==> src/rtl/ps2_host_tx.sv <==
// PS/2 host-to-device transmitter.
// Inhibits the bus, issues a request-to-send, and shifts one command byte
// (LSB first, odd parity, stop) on device clock falls. It then samples the
// device acknowledge and waits for the bus to go idle. If the device stops
// clocking, the frame is aborted with a timeout status. Pin outputs are
// open-drain enables.
module ps2_host_tx #(
  parameter int INHIBIT_CYCLES = 10000,
  parameter int SETUP_CYCLES   = 200,
  parameter int TIMEOUT_CYCLES = 1500000
) (
  input  logic       clk,
  input  logic       rst,
  input  logic       tx_valid,
  input  logic [7:0] tx_data,
  output logic       tx_ready,
  output logic       busy,
  output logic       rx_inhibit,
  output logic       done,
  output logic [1:0] status,
  input  logic       ps2_clk_in,
  input  logic       ps2_data_in,
  output logic       clk_oe,
  output logic       data_oe
);

  localparam int MAX_IS = (INHIBIT_CYCLES > SETUP_CYCLES) ? INHIBIT_CYCLES : SETUP_CYCLES;
  localparam int MAX_P  = (MAX_IS > TIMEOUT_CYCLES) ? MAX_IS : TIMEOUT_CYCLES;
  localparam int CNT_W  = $clog2(MAX_P) + 1;

  localparam logic [CNT_W-1:0] INHIBIT_LAST = CNT_W'(INHIBIT_CYCLES - 1);
  localparam logic [CNT_W-1:0] SETUP_LAST   = CNT_W'(SETUP_CYCLES - 1);
  localparam logic [CNT_W-1:0] TIMEOUT_LAST = CNT_W'(TIMEOUT_CYCLES - 1);
  localparam logic [CNT_W-1:0] CNT_ZERO     = CNT_W'(0);
  localparam logic [CNT_W-1:0] CNT_ONE      = CNT_W'(1);

  localparam logic [1:0] STATUS_ACK     = 2'b00;
  localparam logic [1:0] STATUS_NOACK   = 2'b01;
  localparam logic [1:0] STATUS_TIMEOUT = 2'b10;

  typedef enum logic [2:0] {
    ST_IDLE      = 3'd0,
    ST_INHIBIT   = 3'd1,
    ST_REQ       = 3'd2,
    ST_SHIFT     = 3'd3,
    ST_ACK       = 3'd4,
    ST_WAIT_IDLE = 3'd5
  } state_t;

  // PS/2 parity bit makes the total count of ones in data+parity odd.
  function automatic logic odd_parity(input logic [7:0] d);
    return ~(^d);
  endfunction

  state_t           state_r;
  logic [CNT_W-1:0] cnt_r;
  logic [3:0]       bit_cnt_r;
  logic [9:0]       frame_r;
  logic [1:0]       status_nx_r;

  logic clk_meta_r, clk_sync_r, clk_prev_r;
  logic data_meta_r, data_sync_r;
  logic fall_s;
  logic timeout_s;

  // Two-flop synchronisers for both pins plus a history flop on the clock pin.
  always_ff @(posedge clk or negedge rst) begin
    if (!rst) begin
      clk_meta_r  <= 1'b1;
      clk_sync_r  <= 1'b1;
      clk_prev_r  <= 1'b1;
      data_meta_r <= 1'b1;
      data_sync_r <= 1'b1;
    end else begin
      clk_meta_r  <= ps2_clk_in;
      clk_sync_r  <= clk_meta_r;
      clk_prev_r  <= clk_sync_r;
      data_meta_r <= ps2_data_in;
      data_sync_r <= data_meta_r;
    end
  end

  // Device clock falling edge, and a timeout that only fires when no fall is seen.
  always_comb begin
    fall_s    = clk_prev_r & ~clk_sync_r;
    timeout_s = 1'b0;
    if ((state_r == ST_SHIFT) || (state_r == ST_ACK) || (state_r == ST_WAIT_IDLE)) begin
      timeout_s = ~fall_s & (cnt_r == TIMEOUT_LAST);
    end else begin
      timeout_s = 1'b0;
    end
  end

  // Frame sequencer with all outputs registered.
  always_ff @(posedge clk or negedge rst) begin
    if (!rst) begin
      state_r     <= ST_IDLE;
      cnt_r       <= CNT_ZERO;
      bit_cnt_r   <= 4'd0;
      frame_r     <= 10'd0;
      status_nx_r <= STATUS_ACK;
      status      <= STATUS_ACK;
      clk_oe      <= 1'b0;
      data_oe     <= 1'b0;
      tx_ready    <= 1'b1;
      busy        <= 1'b0;
      rx_inhibit  <= 1'b0;
      done        <= 1'b0;
    end else begin
      done <= 1'b0;
      if (timeout_s) begin
        state_r    <= ST_IDLE;
        clk_oe     <= 1'b0;
        data_oe    <= 1'b0;
        status     <= STATUS_TIMEOUT;
        done       <= 1'b1;
        tx_ready   <= 1'b1;
        busy       <= 1'b0;
        rx_inhibit <= 1'b0;
        cnt_r      <= CNT_ZERO;
      end else begin
        case (state_r)
          ST_IDLE: begin
            if (tx_valid && tx_ready) begin
              frame_r    <= {1'b1, odd_parity(tx_data), tx_data};
              state_r    <= ST_INHIBIT;
              clk_oe     <= 1'b1;
              tx_ready   <= 1'b0;
              busy       <= 1'b1;
              rx_inhibit <= 1'b1;
              cnt_r      <= CNT_ZERO;
              bit_cnt_r  <= 4'd0;
            end
          end
          ST_INHIBIT: begin
            if (cnt_r == INHIBIT_LAST) begin
              cnt_r   <= CNT_ZERO;
              data_oe <= 1'b1;
              state_r <= ST_REQ;
            end else begin
              cnt_r <= cnt_r + CNT_ONE;
            end
          end
          ST_REQ: begin
            if (cnt_r == SETUP_LAST) begin
              cnt_r   <= CNT_ZERO;
              clk_oe  <= 1'b0;
              state_r <= ST_SHIFT;
            end else begin
              cnt_r <= cnt_r + CNT_ONE;
            end
          end
          ST_SHIFT: begin
            if (fall_s) begin
              cnt_r     <= CNT_ZERO;
              data_oe   <= ~frame_r[bit_cnt_r];
              bit_cnt_r <= bit_cnt_r + 4'd1;
              if (bit_cnt_r == 4'd9) begin
                state_r <= ST_ACK;
              end
            end else begin
              cnt_r <= cnt_r + CNT_ONE;
            end
          end
          ST_ACK: begin
            if (fall_s) begin
              cnt_r       <= CNT_ZERO;
              status_nx_r <= data_sync_r ? STATUS_NOACK : STATUS_ACK;
              state_r     <= ST_WAIT_IDLE;
            end else begin
              cnt_r <= cnt_r + CNT_ONE;
            end
          end
          ST_WAIT_IDLE: begin
            if (clk_sync_r && data_sync_r) begin
              state_r    <= ST_IDLE;
              done       <= 1'b1;
              status     <= status_nx_r;
              tx_ready   <= 1'b1;
              busy       <= 1'b0;
              rx_inhibit <= 1'b0;
              cnt_r      <= CNT_ZERO;
            end else if (fall_s) begin
              cnt_r <= CNT_ZERO;
            end else begin
              cnt_r <= cnt_r + CNT_ONE;
            end
          end
          default: begin
            state_r    <= ST_IDLE;
            clk_oe     <= 1'b0;
            data_oe    <= 1'b0;
            tx_ready   <= 1'b1;
            busy       <= 1'b0;
            rx_inhibit <= 1'b0;
            cnt_r      <= CNT_ZERO;
          end
        endcase
      end
    end
  end

endmodule

==> config.mk <==
export PLATFORM = sky130hd
export DESIGN_NAME = ps2_host_tx
export DESIGN_NICKNAME = d
export VERILOG_FILES = /design/src/rtl/ps2_host_tx.sv
export SDC_FILE = /design/constraint.sdc
export NUM_CORES = 1
export LEC_CHECK = 0
export CAP_MARGIN = 40
export CORE_MARGIN = 2
export CORE_UTILIZATION = 59
export CTS_CLUSTER_SIZE = 16
export DETAILED_ROUTE_END_ITERATION = 10
export PLACE_DENSITY = 0.8
export SLEW_MARGIN = 20
export SYNTH_ARGS = -nofsm -noshare
export SYNTH_HDL_FRONTEND = slang
export SYNTH_SLANG_ARGS = --single-unit
==> constraint.sdc <==
create_clock -name clk -period 2.19 [get_ports clk]
set_input_delay 0.438 -clock clk [delete_from_list [all_inputs] [get_ports clk]]
set_output_delay 0.438 -clock clk [all_outputs]
set_load 0.02 [all_outputs]
==> results of run 1 <==
-- placed cells by master, fill, tap and decap left out, types with 3 or more instances in the layout --
master and count:
sky130_fd_sc_hd__xor2_1 5, sky130_fd_sc_hd__a21oi_1 20, sky130_fd_sc_hd__buf_4 32, sky130_fd_sc_hd__dfstp_2 6
sky130_fd_sc_hd__clkbuf_8 5, sky130_fd_sc_hd__nand2_1 55, sky130_fd_sc_hd__nor2_1 19, sky130_fd_sc_hd__clkdlybuf4s50_1 19
sky130_fd_sc_hd__inv_1 5, sky130_fd_sc_hd__nand3_1 24, sky130_fd_sc_hd__o21ai_1 3, sky130_fd_sc_hd__mux2i_1 11
sky130_fd_sc_hd__nand4_1 5, sky130_fd_sc_hd__nand2b_1 4, sky130_fd_sc_hd__nor3_1 5, sky130_fd_sc_hd__and2_1 3
sky130_fd_sc_hd__a21o_1 6, sky130_fd_sc_hd__o21ai_0 13, sky130_fd_sc_hd__a211oi_1 3, sky130_fd_sc_hd__dfrtp_1 45
sky130_fd_sc_hd__xnor2_1 6, sky130_fd_sc_hd__and3_1 6
-- sequential cells by signal, indices dropped and copies added (netlist names) --
signal       count
status_nx_r      1
data_oe          1
bit_cnt_r        4
frame_r         10
clk_meta_r       1
data_meta_r      1
data_sync_r      1
done             1
tx_ready         1
status           2
cnt_r           22
clk_oe           1
clk_prev_r       1
clk_sync_r       1
rx_inhibit       1
state_r          3
-- worst paths after layout --
kind / startpoint / to / cells after the start
max: state_r[0]$_DFFE_PN0P_ / cnt_r[17]$_DFFE_PN0P_ / 7
min: rst / cnt_r[2]$_DFFE_PN0P_ / 1
max reg2reg: state_r[0]$_DFFE_PN0P_ / cnt_r[17]$_DFFE_PN0P_ / 7
min reg2reg: clk_meta_r$_DFF_PN1_ / clk_sync_r$_DFF_PN1_ / 0
max in group asynchronous: rst / clk_prev_r$_DFF_PN1_ / 2
min in group clk: clk_meta_r$_DFF_PN1_ / clk_sync_r$_DFF_PN1_ / 0
-- cell families (layout without fill, tap and decap cells) --
| logic type | after synthesis | count (layout) | synth area share (%) |
|---|---|---|---|
| compound gates | 63 | 64 | 14.8 |
| xor+xnor | 11 | 11 | 3.29 |
| fa+ha+maj | 3 | 3 | 1.28 |
| buf+inv | 19 | 67 | 3.47 |
| flops | 52 | 52 | 44.8 |
| mux | 14 | 14 | 5.69 |
| simple gates | 146 | 146 | 26.7 |
-- power breakdown --
part	internal (mW)	switching (mW)
clock network	0.227	0.325
logic	0.0370	0.0388
registers	0.968	0.00274
-- worst reg2reg max path, cell delays in order (launching register included) --
cell and delay (ps):
sky130_fd_sc_hd__dfrtp_1 500, sky130_fd_sc_hd__or2b_2 350, sky130_fd_sc_hd__nor2_1 190, sky130_fd_sc_hd__o21ai_4 120
sky130_fd_sc_hd__a31o_1 200, sky130_fd_sc_hd__buf_6 140, sky130_fd_sc_hd__or4_1 490, sky130_fd_sc_hd__nand3_1 90
-- metrics by stage --
| step | hold WS [ps] | power [mW] | setup WS (ps) | cells | cell area, um^2 |
|---|---|---|---|---|---|
| global placement | 346 | 1.06 | 133 | 411 | 3350 |
| finish | 57.6 | 1.60 | 47.8 | 424 | 3510 |
| global route | 72.3 | 1.66 | -70.6 | 424 | 3510 |
| detailed placement | 348 | 1.07 | 31.6 | 411 | 3350 |
| floorplan | 142 | 1.01 | 201 | 308 | 2920 |
| CTS | 59.5 | 1.62 | 13.4 | 419 | 3440 |
-- cell type report --
class                      instances  share of cell area (%)
multi-input combinational        238                    44.1
sequential                        52                    37.3
timing repair buffer              54                    13.0
tap                               67                    2.39
clock buffer                       5                    1.96
clock inverter                     3                   0.677
inverter                           5                   0.534
-- repair_timing --
| item | CTS | global route |
|---|---|---|
| setup buffers | 0 | 4 |
| setup endpoints to repair | 0 | 20 |
| gates resized for setup | 0 | 7 |
-- per-layer routing --
| layer | vias up | routed length (um) |
|---|---|---|
| met3 | 12 | 364 |
| li1 | 1198 | - |
| met2 | 100 | 3150 |
| met5 | - | 0 |
| met1 | 1248 | 3130 |
| met4 | 0 | 81 |
-- cells in the mapped netlist (6+ instances only) --
cell | count | area (um^2)
sky130_fd_sc_hd__a21o_1 | 6 | 45.0
sky130_fd_sc_hd__a21oi_1 | 21 | 105
sky130_fd_sc_hd__and3_1 | 6 | 37.5
sky130_fd_sc_hd__clkbuf_1 | 6 | 22.5
sky130_fd_sc_hd__dfrtp_1 | 46 | 1150
sky130_fd_sc_hd__dfstp_2 | 6 | 158
sky130_fd_sc_hd__mux2i_1 | 11 | 110
sky130_fd_sc_hd__nand2_1 | 55 | 206
sky130_fd_sc_hd__nand3_1 | 24 | 120
sky130_fd_sc_hd__nor2_1 | 19 | 71.3
sky130_fd_sc_hd__o21ai_0 | 13 | 65.1
sky130_fd_sc_hd__xnor2_1 | 6 | 52.6
==> impl_metrics.yaml, run 1 <==
detailed_routing:
  antenna_left: 0
  via_density_per_instance: 6.03
  first_iter_violations: 242
  wirelength_mm: 6.72
  drt_pass1_iterations: 7
  num_vias: 2558
  route.detailed.drc: 0
  routed_wire_length_per_instance_um: 15.8
yosys:
  mappedNetlistNets: 324
  seq_area_frac_synth_pct: 44.8
  number_of_enable_flip_flop_cells_after_synthesis: 0
  synth_async_sr_flop_share_pct: 100
  synth.avg_cell_area_um2: 9.49
  post_synth_num_cell_types: 56
  yosysWarnings: 0
  syn-instance-count: 308
  synth.cell_area_mm2: 0.00292
  synth_flop_cell: "sky130_fd_sc_hd__dfrtp_1"
  yosys_register_bits: 52
global_route:
  grt_first_pass_wirelength_mm: 10.7
  globalRouteMet3Util_pct: 2.85
  grt_most_used_layer: "met2"
  grt_util_met2_pct: 39.0
  grt_start_max_net_pins: 21
  first_global_vias: 2352
  globalRouteMet1Util_pct: 36.6
  grt_usage_pct: 25.0
  antenna_found_initial: 0
  grt-ovfl-total: 0
die:
  initial_utilization_pct: 61.5
  rows: 25
  fp.coreArea_mm2: 0.00475
  die-width_um: 74.4
  die_h_um: 74.4
  floorplan.die_area_mm2: 0.00554
  io-pin-count: 21
cells_and_area:
  final_nets: 372
  area_taken_by_multi_input_logic_gates_mm2: 0.00155
  num_antenna_cells: 0
  layout-area-overhead-vs-synth_pct: 20.2
  share_of_cells_above_drive_strength_1_pct: 20.2
  finish.utilization_pct: 73.9
  fillerInstances: 350
  area.sequential_mm2: 0.00131
worst_setup_path:
  slowest_delay_ps: 500
  critical_path.startpoint_type: "register"
  crit_path_cell_chain: "or2b_2 > nor2_1 > o21ai_4 > a31o_1 > buf_6 > or4_1 > nand3_1"
  cp_num_buf_inv: 1
  end_kind: "register"
  critical_path_required_ps: 2440
  crit_type: "reg2reg"
  reg2reg_setup_slack_ps: 50
  crit_path_max_delay_family: "simple AND/OR/NAND/NOR gates"
  cp_data_arrival_time_ps: 2390
  worst_path_max_delay_cell: "sky130_fd_sc_hd__dfrtp_1"
  cp_max_fo: 11
place:
  gp_routability_congestion: 0.930
  dp.final_hpwl_mm: 4.73
  number_of_port_buffers: 20
cts:
  cts_inserted_buffers: 5
  tritoncts: "yes"
  cts_max_level: 2
  max-clock-path-buffers: 2
  clock_transition_at_path_regs_ps: 100
  clkLatencyLatePin_ps: 310
  postCtsHoldBufs: 0
  clock_sink_count: 52
  ctsRootBufferMaster: "sky130_fd_sc_hd__clkbuf_8"
sta:
  timing.final.crit_period_ps: 2140
  final_max_slew_viol_count: 0
  worst_max_slew_pin_slew_ps: 447
  fin_worst_skew_ps: 8.22
  final_min_period_over_clock_period_pct: 97.8
  fmax_ghz: 0.467
  final-setup-viol-count: 0
  worst_relative_slew_slack_pct: 70.2
  hold_viol: 0
  grt_setup_unrepaired: "true"
  setup-tns-final_ps: 0
outcome:
  run_status: "completed"
power_and_ir_drop:
  peakVddDrop_mv: 0.335
  total_leakage_power_nw: 1.55
  powerDensity_mw_per_mm2: 455
flow_run:
  timing.max_cap.violations: 0
hold_path:
  worstHoldPathType: "in2async"
Power figures use the tool's default switching activity.
==> run 2, diff against run 1 <==
--- a/config.mk
+++ b/config.mk
@@ -8,8 +8,10 @@
 export CAP_MARGIN = 40
 export CORE_MARGIN = 2
 export CORE_UTILIZATION = 59
+export CTS_CLUSTER_DIAMETER = 80
 export CTS_CLUSTER_SIZE = 16
 export DETAILED_ROUTE_END_ITERATION = 10
+export MAX_ROUTING_LAYER = met4
 export PLACE_DENSITY = 0.8
 export SLEW_MARGIN = 20
 export SYNTH_ARGS = -nofsm -noshare
==> impl_metrics.yaml, run 2 (synthesis results as in run 1) <==
outcome:
  run_status: "completed"
detailed_routing:
  antenna_left: 0
  route.detailed.drc: 0
  num_vias: 2511
  routed_wire_length_per_instance_um: 15.7
  drt_pass1_iterations: 5
  via_density_per_instance: 5.92
  first_iter_violations: 265
  wirelength_mm: 6.67
global_route:
  grt_start_max_net_pins: 21
  antenna_found_initial: 0
  first_global_vias: 2353
  grt_usage_pct: 25.8
  grt-ovfl-total: 0
  grt_first_pass_wirelength_mm: 10.7
power_and_ir_drop:
  design_power_total_mw: 1.60
  powerDensity_mw_per_mm2: 455
  total_leakage_power_nw: 1.55
  peakVddDrop_mv: 0.335
place:
  dp.final_hpwl_mm: 4.73
  number_of_port_buffers: 20
  dp_worst_setup_slack_ps: 31.6
  gp_routability_congestion: 0.947
worst_setup_path:
  end_kind: "register"
  critical_path_required_ps: 2440
  crit_type: "reg2reg"
  critical_path.startpoint_type: "register"
  cp_max_fo: 11
  reg2reg_setup_slack_ps: 60
  cp_data_arrival_time_ps: 2370
sta:
  final_max_slew_viol_count: 0
  timing.hold.ws_ps: 57.2
  fmax_ghz: 0.471
  postLayoutSetupSlackWorst_ps: 65.0
  final-setup-viol-count: 0
  worst_max_slew_pin_slew_ps: 446
  grt_setup_unrepaired: "true"
  worst_relative_slew_slack_pct: 70.3
  hold_viol: 0
  fin_worst_skew_ps: 9.03
  timing.final.crit_period_ps: 2130
  final_min_period_over_clock_period_pct: 97.0
cells_and_area:
  layout.cells.most_common: "sky130_fd_sc_hd__nand2_1"
  largest_reg_flops: 22
  area_taken_by_multi_input_logic_gates_mm2: 0.00155
  top_register: "cnt_r"
  layout-area-overhead-vs-synth_pct: 20.2
  mostFrequentLayoutCells: "sky130_fd_sc_hd__nand2_1 (55), sky130_fd_sc_hd__dfrtp_1 (45), sky130_fd_sc_hd__buf_4 (32)"
  area.sequential_mm2: 0.00131
  num_antenna_cells: 0
  fillerInstances: 350
  final_nets: 372
  finish.utilization_pct: 73.9
  reg_top3: "cnt_r: 22 flops, frame_r: 10 flops, bit_cnt_r: 4 flops"
  share_of_cells_above_drive_strength_1_pct: 20.2
die:
  fp.coreArea_mm2: 0.00475
  initial_utilization_pct: 61.5
  rows: 25
  floorplan.die_area_mm2: 0.00554
  die-width_um: 74.4
  die_h_um: 74.4
  io-pin-count: 21
cts:
  clock_sink_count: 52
  max-clock-path-buffers: 2
  clkLatencyLatePin_ps: 310
  postCtsHoldBufs: 0
  cts_inserted_buffers: 5
  ctsRootBufferMaster: "sky130_fd_sc_hd__clkbuf_8"
  cts_max_level: 2
  clock_transition_at_path_regs_ps: 100
  tritoncts: "yes"
flow_run:
  timing.max_cap.violations: 0
hold_path:
  worstHoldPathType: "in2async"
==> run 2: cell counts in the layout (fill, tap and decap cells not counted) <==
No cell type changed its count.
==> run 2: worst max-delay path, stage by stage, from the launching register on <==
cell	delay, ps
sky130_fd_sc_hd__dfrtp_1	400
sky130_fd_sc_hd__buf_4	170
sky130_fd_sc_hd__nor2_1	270
sky130_fd_sc_hd__o211ai_2	230
sky130_fd_sc_hd__a31o_1	270
sky130_fd_sc_hd__buf_6	140
sky130_fd_sc_hd__or4_1	490
sky130_fd_sc_hd__nand3_1	90
==> run 2: stage by stage <==
step	instance area [um^2]	cells	setup TNS, ps
floorplan	2920	308	0
global placement	3350	411	0
detailed placement	3350	411	0
CTS	3440	419	0
global route	3510	424	-92.6
finish	3510	424	0
==> run 2: worst paths after layout <==
| check | start | to | depth (start not counted) |
|---|---|---|---|
| max | state_r[2]$_DFFE_PN0P_ | cnt_r[17]$_DFFE_PN0P_ | 7 |
| max in group asynchronous | rst | clk_prev_r$_DFF_PN1_ | 2 |
| min reg2reg | clk_meta_r$_DFF_PN1_ | clk_sync_r$_DFF_PN1_ | 0 |
| min | rst | cnt_r[2]$_DFFE_PN0P_ | 1 |
| max reg2reg | state_r[2]$_DFFE_PN0P_ | cnt_r[17]$_DFFE_PN0P_ | 7 |
| min in group clk | clk_meta_r$_DFF_PN1_ | clk_sync_r$_DFF_PN1_ | 0 |
==> run 2: repair_timing <==
item	CTS	global route
resized for setup	0	7
setup endpoints to repair	0	20
setup buffers	0	4
==> run 2: power breakdown <==
group	leakage, nW	switching [mW]	internal, mW
Combinational	0.924	0.0392	0.0370
Sequential	0.586	0.00266	0.968
Clock	0.0404	0.324	0.227
Total	1.55	0.366	1.23
==> run 2: final cells by class <==
cell class	instances	area share, %
Clock inverter	3	0.677
Sequential cell	52	37.3
Tap cell	67	2.39
Clock buffer	5	1.96
Timing Repair Buffer	54	13.0
Inverter	5	0.534
Multi-Input combinational cell	238	44.1
==> run 2: layer usage <==
metal / routed length, um / up-vias / GRT usage [%] / share of wire (%)
met5: 0 / - / - / 0
met2: 3110 / 97 / 39.0 / 47
met4: 78 / 0 / 8.13 / 1.2
met3: 387 / 10 / 2.85 / 5.8
met1: 3100 / 1206 / 36.6 / 46
li1: - / 1198 / - / -
==> edit, RTL diff (config.mk and constraints of run 2) <==
The parameter `INHIBIT_CYCLES` goes from 10000 to 5000.
--- a/src/rtl/ps2_host_tx.sv
+++ b/src/rtl/ps2_host_tx.sv
@@ -7,3 +7,3 @@
 module ps2_host_tx #(
-  parameter int INHIBIT_CYCLES = 10000,
+  parameter int INHIBIT_CYCLES = 5000,
   parameter int SETUP_CYCLES   = 200,
Formal check against the unedited RTL: same outputs for any inputs over 10 cycles, from zero or initial values and one cycle with rst low; that may be too few to reach the edited logic, so the function may still have changed.
==> edit against run 2 <==
Final area grew 2.8%; worst setup slack better by 46 ps; routed wire length up 5.5%; highest routed layer unchanged; largest cell class unchanged; sequential cell count stayed put; total power grew 2.4%; clock power grew 6.7%; area after synthesis increased by 0.47%; non-clock buffer count is 8 higher.
==> edit: results (changes against run 2) <==
Status
  • Status: completed (unchanged)

Timing
  • Final setup slack of the worst path: 111 ps (was 65.0 ps)

Logic synthesis
  • Adder-Cell Fraction of Synth Area: 1.28% (about the same)
  • Compound-Gate Fraction of Synth Area: 12.6% (was 14.8%)
  • Most used standard cells in the synthesized netlist: nand2_1 (66), dfrtp_1 (46), nand3_1 (25) (was nand2_1 (55), dfrtp_1 (46), nand3_1 (24))
  • Post-Syn Nets: 346 (was 324)
  • Top cells by area, synth: dfrtp_1 (39%), nand2_1 (8.4%), dfstp_2 (5.4%) (was dfrtp_1 (39%), nand2_1 (7.1%), dfstp_2 (5.4%))
  • Fraction of the yosys area taken by sequential cells: 44.5% (was 44.8%)
  • Post-synthesis xor/xnor area fraction: 4.77% (was 3.29%)

Routing
  • Number of violations reported at the end of detailed-routing iteration 0: 231 (was 265)
  • Length of the first detailed-routing pass in iterations: 6 (was 5)
  • Average via count per standard cell: 5.95 (was 5.92)
  • Detailed route wirelength on metal2: 3300 µm (was 3110 µm)
  • Per-cell routed wire length: 15.7 µm (about the same)
  • Aggregate routed wire length: 7040 µm (was 6670 µm)

Placement
  • Routability congestion estimate: 0.946 (was 0.947)
  • DP Worst Slack: -5.49 ps (was 31.6 ps)
  • Final HPWL DP: 5140 µm (was 4730 µm)
  • Cells after DPL: 438 (was 411)

Global route
  • Pin count of the biggest net entering global routing: 32 (was 21)
  • Global Route met3 Usage: 4.74% (was 2.85%)
  • Met2 capacity usage during global routing: 42.7% (was 39.0%)

Worst setup path
  • Delay of the slowest cell on the worst path: 570 ps (was 490 ps)
  • Launching instance or port of the critical path: clk_sync_r (was state_r[2])
  • Crit path max fanout: 9 (was 11)

Finish
  • Fraction of final layout cells sized beyond drive strength 1: 19.9% (was 20.2%)

Power and ir drop
  • Worst voltage drop across the vdd grid: 468 µV (was 335 µV)
edit: cell count changes after synthesis, sizes merged, moves of 4 or more:
cell,delta
nor2b,+4
nand2,+11
clkbuf,+6
nor3,-4
a21o,-6
nor4,+6
nand4,+10
inv,+5
mux2i,-9
a21oi,-17
edit: repair_timing:
item                       4_1_cts  5_1_grt
pin swaps                        1        5
gates cloned                     0        0
setup endpoints to repair        4       20
gates resized for setup          1        9
buffers inserted                 0        2
edit: power breakdown:
group          total [mW]  switching, mW  internal (mW)  leakage, nW
clock               0.588          0.330          0.258       0.0445
sequential          0.972        0.00372          0.968        0.575
combinational      0.0762         0.0368         0.0395        0.939
total                1.64          0.370           1.27         1.56
edit: layout make-up:
type	instances	area [µm²]
Clock buffer	7	86.3
Clock inverter	1	7.51
Fill cell	344	1140
Inverter	10	37.5
Multi-Input combinational cell	249	1550
Sequential cell	52	1310
Tap cell	67	83.8
Timing Repair Buffer	62	536
